<file path="src/rtl/down_timer_seq.sv">
// Sequencer for an 8-bit loadable down counter: turns one start into N timed intervals.
// Optional watchdog on the counter handshake is enabled by defining TIMER_SEQ_WDOG_EN.
module down_timer_seq #(
    parameter int unsigned WIDTH = 8,
    parameter int unsigned REP_W = 8
) (
    input  logic             clk,
    input  logic             rst,
    input  logic             start,
    input  logic             abort,
    input  logic [WIDTH-1:0] period,
    input  logic [REP_W-1:0] repeats,
    output logic             ctr_load,
    output logic             ctr_enable,
    output logic [WIDTH-1:0] ctr_data,
    input  logic             ctr_tc,
    input  logic [WIDTH-1:0] ctr_count,
    output logic             busy,
    output logic             tick,
    output logic             done,
    output logic [REP_W-1:0] ticks_done,
    output logic             err
);

    localparam int unsigned WD_W = WIDTH + 1;

    typedef enum logic [1:0] {
        IDLE = 2'd0,
        LOAD = 2'd1,
        RUN  = 2'd2,
        DONE = 2'd3
    } state_t;

    state_t           state;
    state_t           state_nxt;
    logic [WIDTH-1:0] period_q;
    logic [REP_W-1:0] repeats_q;
    logic [REP_W-1:0] ticks_q;
    logic             tick_q;
    logic             err_q;

    logic             wdog_trip_c;
    logic             stop_c;
    logic             accept_c;
    logic             tc_evt_c;
    logic             last_c;

`ifdef TIMER_SEQ_WDOG_EN
    logic [WD_W-1:0] wdog_q;
    logic            first_run_q;

    // Watchdog: interval overrun, tc without a zero count, or a load that did not land
    always_comb begin
        wdog_trip_c = 1'b0;
        if (state == RUN) begin
            wdog_trip_c = (wdog_q > ({1'b0, period_q} + WD_W'(1)))
                        || (ctr_tc && (ctr_count != '0))
                        || (first_run_q && (ctr_count != period_q));
        end
    end

    always_ff @(posedge clk) begin
        if (rst) begin
            wdog_q      <= '0;
            first_run_q <= 1'b0;
        end else begin
            first_run_q <= (state == LOAD);
            if (state == LOAD) begin
                wdog_q <= '0;
            end else if (state == RUN) begin
                wdog_q <= wdog_q + WD_W'(1);
            end
        end
    end
`else
    logic unused_c;

    assign wdog_trip_c = 1'b0;
    assign unused_c    = ^ctr_count;
`endif

    assign stop_c   = abort | wdog_trip_c;
    assign accept_c = (state == IDLE) && start && !abort;
    assign tc_evt_c = (state == RUN) && ctr_tc && !stop_c;
    assign last_c   = (repeats_q != '0) && ((ticks_q + REP_W'(1)) == repeats_q);

    // Next state plus the combinationally gated counter controls
    always_comb begin
        state_nxt  = state;
        ctr_load   = 1'b0;
        ctr_enable = 1'b0;
        case (state)
            IDLE: begin
                if (accept_c) begin
                    state_nxt = LOAD;
                end
            end
            LOAD: begin
                if (stop_c) begin
                    state_nxt = IDLE;
                end else begin
                    ctr_load  = 1'b1;
                    state_nxt = RUN;
                end
            end
            RUN: begin
                if (stop_c) begin
                    state_nxt = IDLE;
                end else begin
                    ctr_enable = !ctr_tc;
                    if (ctr_tc) begin
                        state_nxt = last_c ? DONE : LOAD;
                    end
                end
            end
            DONE: begin
                state_nxt = IDLE;
            end
            default: begin
                state_nxt = IDLE;
            end
        endcase
    end

    always_ff @(posedge clk) begin
        if (rst) begin
            state     <= IDLE;
            period_q  <= '0;
            repeats_q <= '0;
            ticks_q   <= '0;
            tick_q    <= 1'b0;
            err_q     <= 1'b0;
        end else begin
            state  <= state_nxt;
            tick_q <= tc_evt_c;
            if (accept_c) begin
                period_q  <= period;
                repeats_q <= repeats;
                ticks_q   <= '0;
            end else if (tc_evt_c) begin
                ticks_q <= ticks_q + REP_W'(1);
            end
            if (wdog_trip_c) begin
                err_q <= 1'b1;
            end
        end
    end

    assign ctr_data   = period_q;
    assign busy       = (state != IDLE);
    assign done       = (state == DONE);
    assign tick       = tick_q;
    assign ticks_done = ticks_q;
    assign err        = err_q;

endmodule

</file>
<file path="config.mk">
export PLATFORM = sky130hd
export DESIGN_NAME = down_timer_seq
export DESIGN_NICKNAME = d
export VERILOG_FILES = /design/src/rtl/down_timer_seq.sv
export SDC_FILE = /design/constraint.sdc
export NUM_CORES = 1
export LEC_CHECK = 0
export ABC_CLOCK_PERIOD_IN_PS = 1660
export BUFFER_PORTS_ARGS = -buffer_cell sky130_fd_sc_hd__buf_2
export CORE_ASPECT_RATIO = 2
export CORE_MARGIN = 2
export CORE_UTILIZATION = 43
export DETAILED_ROUTE_END_ITERATION = 12
export GPL_ROUTABILITY_DRIVEN = 0
export PLACE_DENSITY = 0.82
export SKIP_LAST_GASP = 1
export SLEW_MARGIN = 20
export SYNTH_ARGS = -nofsm -noshare
export SYNTH_HDL_FRONTEND = slang
export SYNTH_SLANG_ARGS = --single-unit
</file>
<file path="constraint.sdc">
create_clock -name clk -period 1.66 [get_ports clk]
set_clock_uncertainty 0.1 [all_clocks]
set_input_delay 0.166 -clock clk [delete_from_list [all_inputs] [get_ports clk]]
set_output_delay 0.166 -clock clk [all_outputs]
set_load 0.05 [all_outputs]
</file>
After elaboration in Yosys (flattened, before gate mapping)

Cells that the tools add are included.

Logic and storage cells: 34
Register bits after elaboration: 27
Output and inout port bits: 22
Bits of input ports: 29

Muxes and demuxes: 10
Add/subtract/negate cells: 1
Reductions and logical operators: 12
Equal/unequal tests: 6

Operators by type and width:

| cell                                                | number |
|---|---|
| two-way mux 2 bit                                   | 5 |
| adder 8 x 1 -> 8 bit, second input constant         | 1 |
| equality test 8 bit                                 | 1 |
| one-hot mux 2 bit (4 select lines)                  | 1 |
| nonzero test 8 bit                                  | 1 |
| logical AND 1 bit                                   | 5 |
| equality test 2 bit, second input constant          | 2 |
| two-way mux 1 bit                                   | 4 |
| != test 3 bit, second input constant                | 1 |
| equality test 2 x 1 -> 1 bit, second input constant | 1 |
| zero test 1 bit                                     | 2 |
| zero test 2 bit                                     | 1 |
| != test 2 bit, second input constant                | 1 |
| AND reduction 2 bit                                 | 1 |
| nonzero test 2 bit                                  | 1 |
| OR reduction 2 bit                                  | 1 |

Longest topological paths before layout

Gate-level depths: netlist of the first run.

Depth after elaboration: 7
Depth in mapped cells: 6

Worst setup path after synthesis of the first run

OpenSTA, ideal clock, no wires.

Path type: reg2reg
From: reg ticks_q[0], in the netlist ticks_done[0]
To: reg state[1]
Setup slack: -617 ps
Setup time: 58 ps
Stages on the path, launching flop included: 7
Data arrival time: 2119 ps
Path buffers: 0
Cells stage by stage: dfxtp_1 -> ha_1 -> nand3_2 -> and2_4 -> or3_1 -> a2111oi_2 -> o21a_1

Cells in the longest elaborated chain, start to end: 7

RTL lines:

| element                            | RTL line | source |
|---|---|---|
| start: declaration                 | 38       | `logic [REP_W-1:0] ticks_q;` |
| start signal: assignment           | 141      | `ticks_q <= ticks_q + REP_W'(1);` |
| adder 8 x 1 -> 8 bit               | 85       | `assign last_c = (repeats_q != '0) && ((ticks_q + REP_W'(1)) == repeats_q);` |
| equality test 8 bit                | 85       |  |
| logical AND 1 bit                  | 85       |  |
| two-way mux 2 bit                  | 112      | `state_nxt = last_c ? DONE : LOAD;` |
| two-way mux 2 bit                  | 111      | `if (ctr_tc) begin` |
| two-way mux 2 bit                  | 107      | `if (stop_c) begin` |
| one-hot mux 2 bit (4 select lines) | 92       | `case (state)` |
| end signal: assignment             | 134      | `state <= state_nxt;` |
| end: declaration                   | 34       | `state_t state;` |

Every way passes these cells. The select of a mux whose other input is x is not followed.
A chain may end at the register's enable or synchronous reset.

Final worst setup path of the first run

From: reg ticks_q[1], in the netlist ticks_done[1]
To: reg state[1]

The elaborated chain is that of the path after synthesis.

==> results, run 1 <==
- The number of DRC violations after detailed-routing iteration 0 is 17.
- The floorplan row count is 28.
- The mean instance size in the synthesized netlist is 7.93 um^2.
- The Yosys step of the flow raised 0 warnings.
- The number of port buffers is 41.
- The final reports fail on setup timing.
- The total routing resource utilization after global routing is between 10% and 20%.
- The via-per-instance ratio is 5.29.
- The final critical path takes up 102% of the cycle.
- The start-to-end type of the worst setup path is flip-flop to flip-flop.
- The sink count of the clock tree is 27.
- The run finished, with violations left.
- The gate count after technology mapping is 163.
- The number of clock buffers inserted by TritonCTS is 3.
- The placed cell count is 237.
- Leaving out fill and tap cells, the most frequent cell in the layout is sky130_fd_sc_hd__buf_2.
- The path category of the worst min-delay check is input port to flip-flop.
- The required arrival time at the worst endpoint is 1.78 ns.
- The proportion of layout cells with a drive suffix above 1 is 37.7%.
- For this run, the number of standard cells in the final layout without fillers is between 200 and 250.
- The final routed wire length divided by cell count is ~13 um.
- Summed over all layers, the global routing overflow is 0.
- Setup violations remaining at the end of the flow were counted as 1.
- The largest single stage delay on the critical path is approximately 0.37 ns.
- The share of the core filled with cells is 58.6%.
- The setup check on the worst reg-to-reg path leaves a slack of -0.03 ns.
- The fraction of the yosys area taken by sequential cells is 41.8%.
- The fmax is between 500 and 600 MHz.
- In this run the power density over the cells is 728 nW/um^2.
- The time the worst path needs with I/O delays and setup is 1.69 ns.
- The maximum number of pins on one net before global-route repair is 21.
- The initial antenna violation count was 0.
- In this run the cell area measured after placement is 1630 um^2.
- The total wirelength of the detailed-routed design is 3100 um.
- The total number of nets in the final design is 243.
- From synthesis to final layout, the design area changed by 31.8%.
- The register bit count reported by yosys is 27.
- In this run the vertical extent of the chip is 81.5 um.
- The setup slack of the critical path after layout is -0.0347 ns.
- The later-pin clock latency in the skew report is about 0.28 ns.
- Max-cap violations in this run came to 0.
- The signal arrival time at the worst endpoint is 1.82 ns.
- The number of global-route vias before repair was approximately 1200.
- The detailed placement HPWL is roughly 2300 um.
- The final number of max-transition violations is 0.
- After clock tree synthesis, the clock-pin slew on the worst setup and hold paths is 0.09 ns.
- CTS placed an instance of sky130_fd_sc_hd__clkbuf_8 at the clock tree root.
- The area of the die is about 3500 um^2.
- The cell area after synthesis is 1290 um^2.
- The maximum VDD drop is 0.000777 V.
- In this run the deepest clock path goes through 2 buffers.
- In this run, post-CTS hold repair placed 0 buffers.
- For this run, design rule violations remaining after detail routing come to 0.
- The count of final hold-check violations is 0.
- For this configuration, the core starts out at a cell density of 44.4%.
- The master of the slowest instance on the critical path is sky130_fd_sc_hd__dfxtp_4.
- The number of unique standard cell types used by synthesis is 34.
- The number of H-tree levels is 1.
- The leakage power summed over all cells is 0.000705 uW.
- The width of the chip is 42.8 um.
- Setup repair after global routing could not meet its margin everywhere.
- The first global-routing pass estimated roughly 4800 um of wire.
- Counting flops with an async set or reset pin after synthesis yields a share of 0%.
- The top-level port count is 51.
- STA classifies the critical path endpoint as a flip-flop.
- The number of nets in the synthesized netlist is 193.
- The number of nets with antenna violations after routing is 0.
- In the layout the commonest cells are 40 x sky130_fd_sc_hd__buf_2, 37 x sky130_fd_sc_hd__nand2_1, 20 x sky130_fd_sc_hd__dfxtp_1.
- After clock tree synthesis, the setup repair step added 0 buffers.
- The standard cell core area is between 2000 and 3000 um^2.
- STA classifies the critical path startpoint as a flip-flop.
- Traced cell by cell, the critical path runs through ha_4, nand3_4, and2_4, or3_1, a2111oi_2, o21a_1.
- The most common flop cell mapped by yosys is sky130_fd_sc_hd__dfxtp_1.
- In this run, synthesis inferred 0 flip-flops with an integrated enable.
- The power consumption is 1240 uW.
- The number of antenna diodes in the final layout is 0.
- Summing over every cut layer, the via total after detailed routing is approximately 1300.
- The largest fanout of any net on the critical path is 4.
- The finished layout cell area is 1700 um^2.
- The number of search-and-repair iterations in the first detailed-routing pass is 4.
- TritonCTS built the clock tree.
[cells in the mapped netlist (2+ instances only)]
library cell	n	share of area [%]
sky130_fd_sc_hd__a21oi_1	19	7.4
sky130_fd_sc_hd__a211oi_1	2	1.2
sky130_fd_sc_hd__or2_2	2	0.97
sky130_fd_sc_hd__nor2_1	13	3.8
sky130_fd_sc_hd__and2_1	2	0.97
sky130_fd_sc_hd__nor4_1	4	1.9
sky130_fd_sc_hd__nand2_1	37	11
sky130_fd_sc_hd__buf_2	5	1.9
sky130_fd_sc_hd__or3_1	3	1.5
sky130_fd_sc_hd__clkbuf_1	3	0.87
sky130_fd_sc_hd__o21ai_0	3	1.2
sky130_fd_sc_hd__dfxtp_1	27	42
sky130_fd_sc_hd__xor2_1	2	1.4
sky130_fd_sc_hd__xnor2_1	11	7.5
sky130_fd_sc_hd__nand3_1	3	1.2
sky130_fd_sc_hd__or3b_1	2	1.4
sky130_fd_sc_hd__nand2b_1	3	1.5
sky130_fd_sc_hd__mux2i_1	2	1.5
sky130_fd_sc_hd__nor3_1	4	1.5
sky130_fd_sc_hd__o211ai_1	2	1.2
[layer usage]
| metal | part of all wire [%] | GRT usage (%) |
|---|---|---|
| met5 | 0 | 0 |
| met4 | 3.2 | 9.38 |
| met3 | 3.2 | 2.64 |
| met2 | 58 | 35.8 |
| met1 | 35 | 16.6 |
[registers in the layout, indices dropped and copies added, names as in the netlist]
| name | cells |
|---|---|
| ctr_data | 8 |
| ticks_done | 8 |
| state | 2 |
| repeats_q | 8 |
| tick | 1 |
[report_power, final]
group	switching, uW	internal [uW]
clock	209	169
sequential	17.0	663
combinational	116	67.9
total	342	899
[worst max-delay path: cells and delay by family (launching register included)]
kind                       cells  cell delay (ns)
AOI/OAI and AO/OA              2             0.47
adders and majority gates      1             0.14
DFF                            1             0.37
and+or+nand+nor                3             0.56
[per-stage QoR]
stage	TNS [ns]	hold slack [ns]	worst slack, ns
2_1_floorplan	-0.187	0.202	-0.126
3_3_place_gp	0	0.306	0.00459
3_5_place_dp	-0.0993	0.312	-0.0447
4_1_cts	-0.0339	0.00704	-0.0339
5_1_grt	-0.183	0.00880	-0.108
6_report	-0.0347	0.00911	-0.0347
[final cells by class]
cell class / instances / area [um^2]
Tap cell: 30 / 37.5
Clock inverter: 1 / 5.00
Clock buffer: 3 / 41.3
Fill cell: 273 / 1200
Sequential cell: 27 / 557
Multi-Input combinational cell: 126 / 754
Timing Repair Buffer: 54 / 305
Inverter: 1 / 3.75
[cell families (layout without fill, tap and decap cells)]
family / count (synthesis) / after routing / synth area share [%]
mux: 2 / 2 / 1.55
buf+inv: 11 / 59 / 3.97
xor+xnor: 13 / 13 / 8.81
other cells: 1 / 1 / 0.290
compound gates: 29 / 29 / 13.1
flops: 27 / 27 / 41.8
fa+ha+maj: 1 / 1 / 0.968
simple gates: 79 / 80 / 29.5
[final timing paths]
path              cells after the start                        to                  startpoint
setup / recovery                      6     state[1]$_SDFFE_PP0P_  ticks_done[1]$_SDFFE_PP0P_
hold / removal                        3  ctr_data[5]$_SDFFE_PP0P_                   period[5]
setup reg to reg                      6     state[1]$_SDFFE_PP0P_  ticks_done[1]$_SDFFE_PP0P_
hold reg to reg                       1     state[0]$_SDFFE_PP0P_       state[0]$_SDFFE_PP0P_
[timing repair]
action	CTS	global route
endpoints found under the setup margin	6	6
cloned	0	1
gates resized for setup	1	7
pin swaps	1	2
Power figures use the tool's default switching activity.
==> run 2, diff against run 1 <==
- RECOVER_POWER: unset -> 100
==> run 2 against run 1 <==
  * The flow still finishes with violations (setup timing)
  * Combinational power hardly changed
  * Via count is 0.47% higher
  * Die area stayed put
  * Global-route usage stayed put
  * Flip-flop and latch count stayed put
  * Core utilization is 0.65 points lower
  * Total power hardly changed
  * First-iteration DRC count is 29% higher
  * Final cell count stayed put
  * Sequential power hardly changed
  * Count of clock-buffer cells in the layout stayed put
  * Register-to-register slack better by 0.02 ns
  * Critical path type unchanged
  * Critical endpoint unchanged
  * Highest routed layer unchanged
==> results, run 2 (synthesized netlist as in run 1, its figures left out) <==
- The proportion of layout cells with a drive suffix above 1 came to 31.6% (was 37.7%).
- Unrepaired setup endpoints after global routing: yes (unchanged).
- The signal arrival time at the worst endpoint was 1.80 ns (was 1.82 ns).
- The number of failing setup endpoints in the final timing report is 1 (unchanged).
- The initial antenna violation count was 0 (unchanged).
- The fraction of power consumed by the clock network is 30.7% (was 30.4%).
- The fmax is 596 MHz (was 590 MHz).
- The setup slack of the critical path after layout was -0.0187 ns (was -0.0347 ns).
- The number of clock buffers inserted by TritonCTS is 3 (unchanged).
- The peak per-stage delay on the critical path is 0.37 ns (about the same).
- The final number of max-transition violations is 0 (unchanged).
- The number of search-and-repair iterations in the first detailed-routing pass was 4 (unchanged).
- The cell family with the largest share of critical-path delay was simple AND/OR/NAND/NOR gates (unchanged).
- The antenna diode count is 0 (unchanged).
- The worst pin sits at a relative slew slack of about three fifths.
- The sink count of the clock tree is 27 (unchanged).
- The floorplan row count was 28 (unchanged).
- The top-level port count came to 51 (unchanged).
- The starting utilization of the core area was 44.4% (unchanged).
- Cell-by-cell listing of the critical path: ha_4, nand3_4, and2_4, or3_1, a2111oi_2, o21a_1 (unchanged).
- At the pin with the least slew margin, the transition time is 0.605 ns.
- The area of placed instances is 1630 um^2 (unchanged).
- The startpoint of the most critical register-to-register path is ticks_done[1]$_SDFFE_PP0P_ (unchanged).
- The power consumption is 1240 uW (about the same).
- The later-pin clock latency in the skew report was 0.28 ns (about the same).
- The via-per-instance ratio is 5.31 (was 5.29).
- The max capacitance violation total is 0 (unchanged).
- The remaining design rule violation count was 0 (unchanged).
- The number of cells on the worst hold path came to 3 (unchanged).
- The remaining global-route overflow was 0 (unchanged).
- The number of H-tree levels is 1 (unchanged).
- The part of the power in combinational logic is 14.6% (was 14.8%).
- The flop-to-flop setup slack was -0.02 ns (was -0.03 ns).
- The power spent charging and discharging nets is 346 uW (was 342 uW).
- The largest fanout of any net on the critical path is 4 (unchanged).
- The maximum VDD drop is 0.000780 V (was 0.000777 V).
- The sink of the worst hold path was ctr_data[5]$_SDFFE_PP0P_ (unchanged).
- The buffer type at the clock tree root is sky130_fd_sc_hd__clkbuf_8 (unchanged).
- The switching share of total power is 27.8% (was 27.5%).
- The worst reg-to-reg path cell count is 6 (unchanged).
- The timing startpoint of the critical path is ticks_done[1]$_SDFFE_PP0P_ (unchanged).
- The CTS tree is yes (unchanged).
- The finished layout cell area was 1690 um^2 (was 1700 um^2).
- The start-to-end type of the worst setup path is flip-flop to flip-flop (unchanged).
- The growth of design area from synthesis to finish was 30.4% (was 31.8%).
- The hold slack came to 0.00792 ns (was 0.00911 ns).
- Failing checks: setup timing (unchanged).
- The number of DRC violations after detailed-routing iteration 0 is 22 (was 17).
- The layout filler cell count is 282 (was 273).
- The clock-pin transition on the worst setup and hold timing paths is 0.09 ns (about the same).
- The total wirelength of the detailed-routed design is 3120 um (was 3100 um).
- The vertical die dimension is 81.5 um (unchanged).
- Most frequent cells in the layout: 37 x sky130_fd_sc_hd__nand2_1, 28 x sky130_fd_sc_hd__buf_2, 20 x sky130_fd_sc_hd__dfxtp_1 (was 40 x sky130_fd_sc_hd__buf_2, 37 x sky130_fd_sc_hd__nand2_1, 20 x sky130_fd_sc_hd__dfxtp_1).
- The master of the slowest instance on the critical path is sky130_fd_sc_hd__dfxtp_4 (unchanged).
- The total setup buffers inserted after CTS is 0 (unchanged).
- The largest buffer count on any clock path came to 2 (unchanged).
- Run status: finished with violations (unchanged).
- The type of element capturing the critical path is a flip-flop (unchanged).
- The width of the chip is 42.8 um (unchanged).
- The most frequent standard cell in the layout excluding fill and tap cells was sky130_fd_sc_hd__nand2_1 (was sky130_fd_sc_hd__buf_2).
- The power per unit of standard cell area is 737 nW/um^2 (was 728 nW/um^2).
- The via total after detailed routing is 1286 (was 1280).
- The fraction of the cycle the final worst path needs is 101% (was 102%).
- The buffers plus inverters on the worst setup path is 0 (unchanged).
- The time the worst path needs with I/O delays and setup is 1.68 ns (was 1.69 ns).
- The first-pass GRT wire length was 4820 um (unchanged).
- The number of port buffers was 41 (unchanged).
- The count of final hold-check violations is 0 (unchanged).
- The detailed placement HPWL is 2330 um (unchanged).
- The number of nets with antenna violations after routing is 0 (unchanged).
- The leakage power summed over all cells is 0.000649 uW (was 0.000705 uW).
- The internal portion of total power is 897 uW (was 899 uW).
- The final routed wire length divided by cell count came to 12.9 um (was 12.8 um).
- The path category of the worst min-delay check is input port to flip-flop (unchanged).
- The total routing resource utilization after global routing is 17.9% (unchanged).
- The number of global-route vias before repair came to 1171 (unchanged).
- The area of the die was 3490 um^2 (unchanged).
- The sequential share of power was 54.8% (about the same).
- The required arrival time at the worst endpoint is 1.79 ns (was 1.78 ns).
- The origin of the worst min-delay path is period[5] (unchanged).
- The worst reg2reg path endpoint was state[1]$_SDFFE_PP0P_ (unchanged).
- The total number of nets in the final design is 243 (unchanged).
- The maximum number of pins on one net before global-route repair is 21 (unchanged).
- The nature of the critical path startpoint was a flip-flop (unchanged).
- The standard cell core area is 2910 um^2 (unchanged).
[run 2: power groups by stage]
stage	clock network [uW]	registers, uW	logic [uW]
6_report	381	680	181
3_3_place_gp	0	694	178
5_1_grt	411	683	198
4_1_cts	385	679	181
3_5_place_dp	0	695	180
2_1_floorplan	0	724	97.0
[run 2: cell type report]
type | instances | area [um^2] | share of cell area, %
clock buffers | 3 | 41.3 | 2.45
flip-flops and latches | 27 | 557 | 33.0
repair buffers | 54 | 287 | 17.0
clock inverters | 1 | 5.00 | 0.297
inverters | 1 | 3.75 | 0.223
well taps | 30 | 37.5 | 2.23
multi-input cells | 126 | 754 | 44.8
[run 2: through the flow]
stage / setup WS (ns) / util, % / setup TNS (ns) / std cells
floorplan: -0.126 / - / -0.187 / 163
global placement: 0.00459 / 56.0 / 0 / 237
detailed placement: -0.0447 / 56.0 / -0.0993 / 237
CTS: -0.0339 / 57.7 / -0.0339 / 241
global route: -0.108 / 58.0 / -0.183 / 242
finish: -0.0187 / 58.0 / -0.0187 / 242
[run 2: repair_timing]
action,4_1_cts,5_1_grt
resized for setup,1,7
setup endpoints to repair,6,6
cloned,0,1
hold buffers,0,0
pin swaps,1,2
[run 2: how the worst max path moves through the flow]
stage               slack, ns                    endpoint  depth (start not counted)
floorplan               -0.13       state[1]$_SDFFE_PP0P_                          6
finish                  -0.02       state[1]$_SDFFE_PP0P_                          6
global route            -0.11       state[1]$_SDFFE_PP0P_                          6
global placement        0.005       state[1]$_SDFFE_PP0P_                          6
CTS                     -0.03       state[1]$_SDFFE_PP0P_                          6
detailed placement      -0.04  ticks_done[7]$_SDFFE_PP0P_                          5
[run 2: tightest hold or removal path, cell delays in order]
cell	delay, ns
sky130_fd_sc_hd__buf_2	0.09
sky130_fd_sc_hd__nand2_1	0.04
sky130_fd_sc_hd__a21oi_1	0.05
[run 2: metal layers]
| layer | up-vias | global-route usage, % | routed length (um) | share of wire [%] |
|---|---|---|---|---|
| met5 | - | 0 | 0 | 0 |
| met4 | 0 | 9.38 | 99 | 3.2 |
| met3 | 9 | 2.64 | 95 | 3.0 |
| met2 | 34 | 35.8 | 1800 | 58 |
| met1 | 603 | 16.6 | 1120 | 36 |
| li1 | 640 | - | - | - |
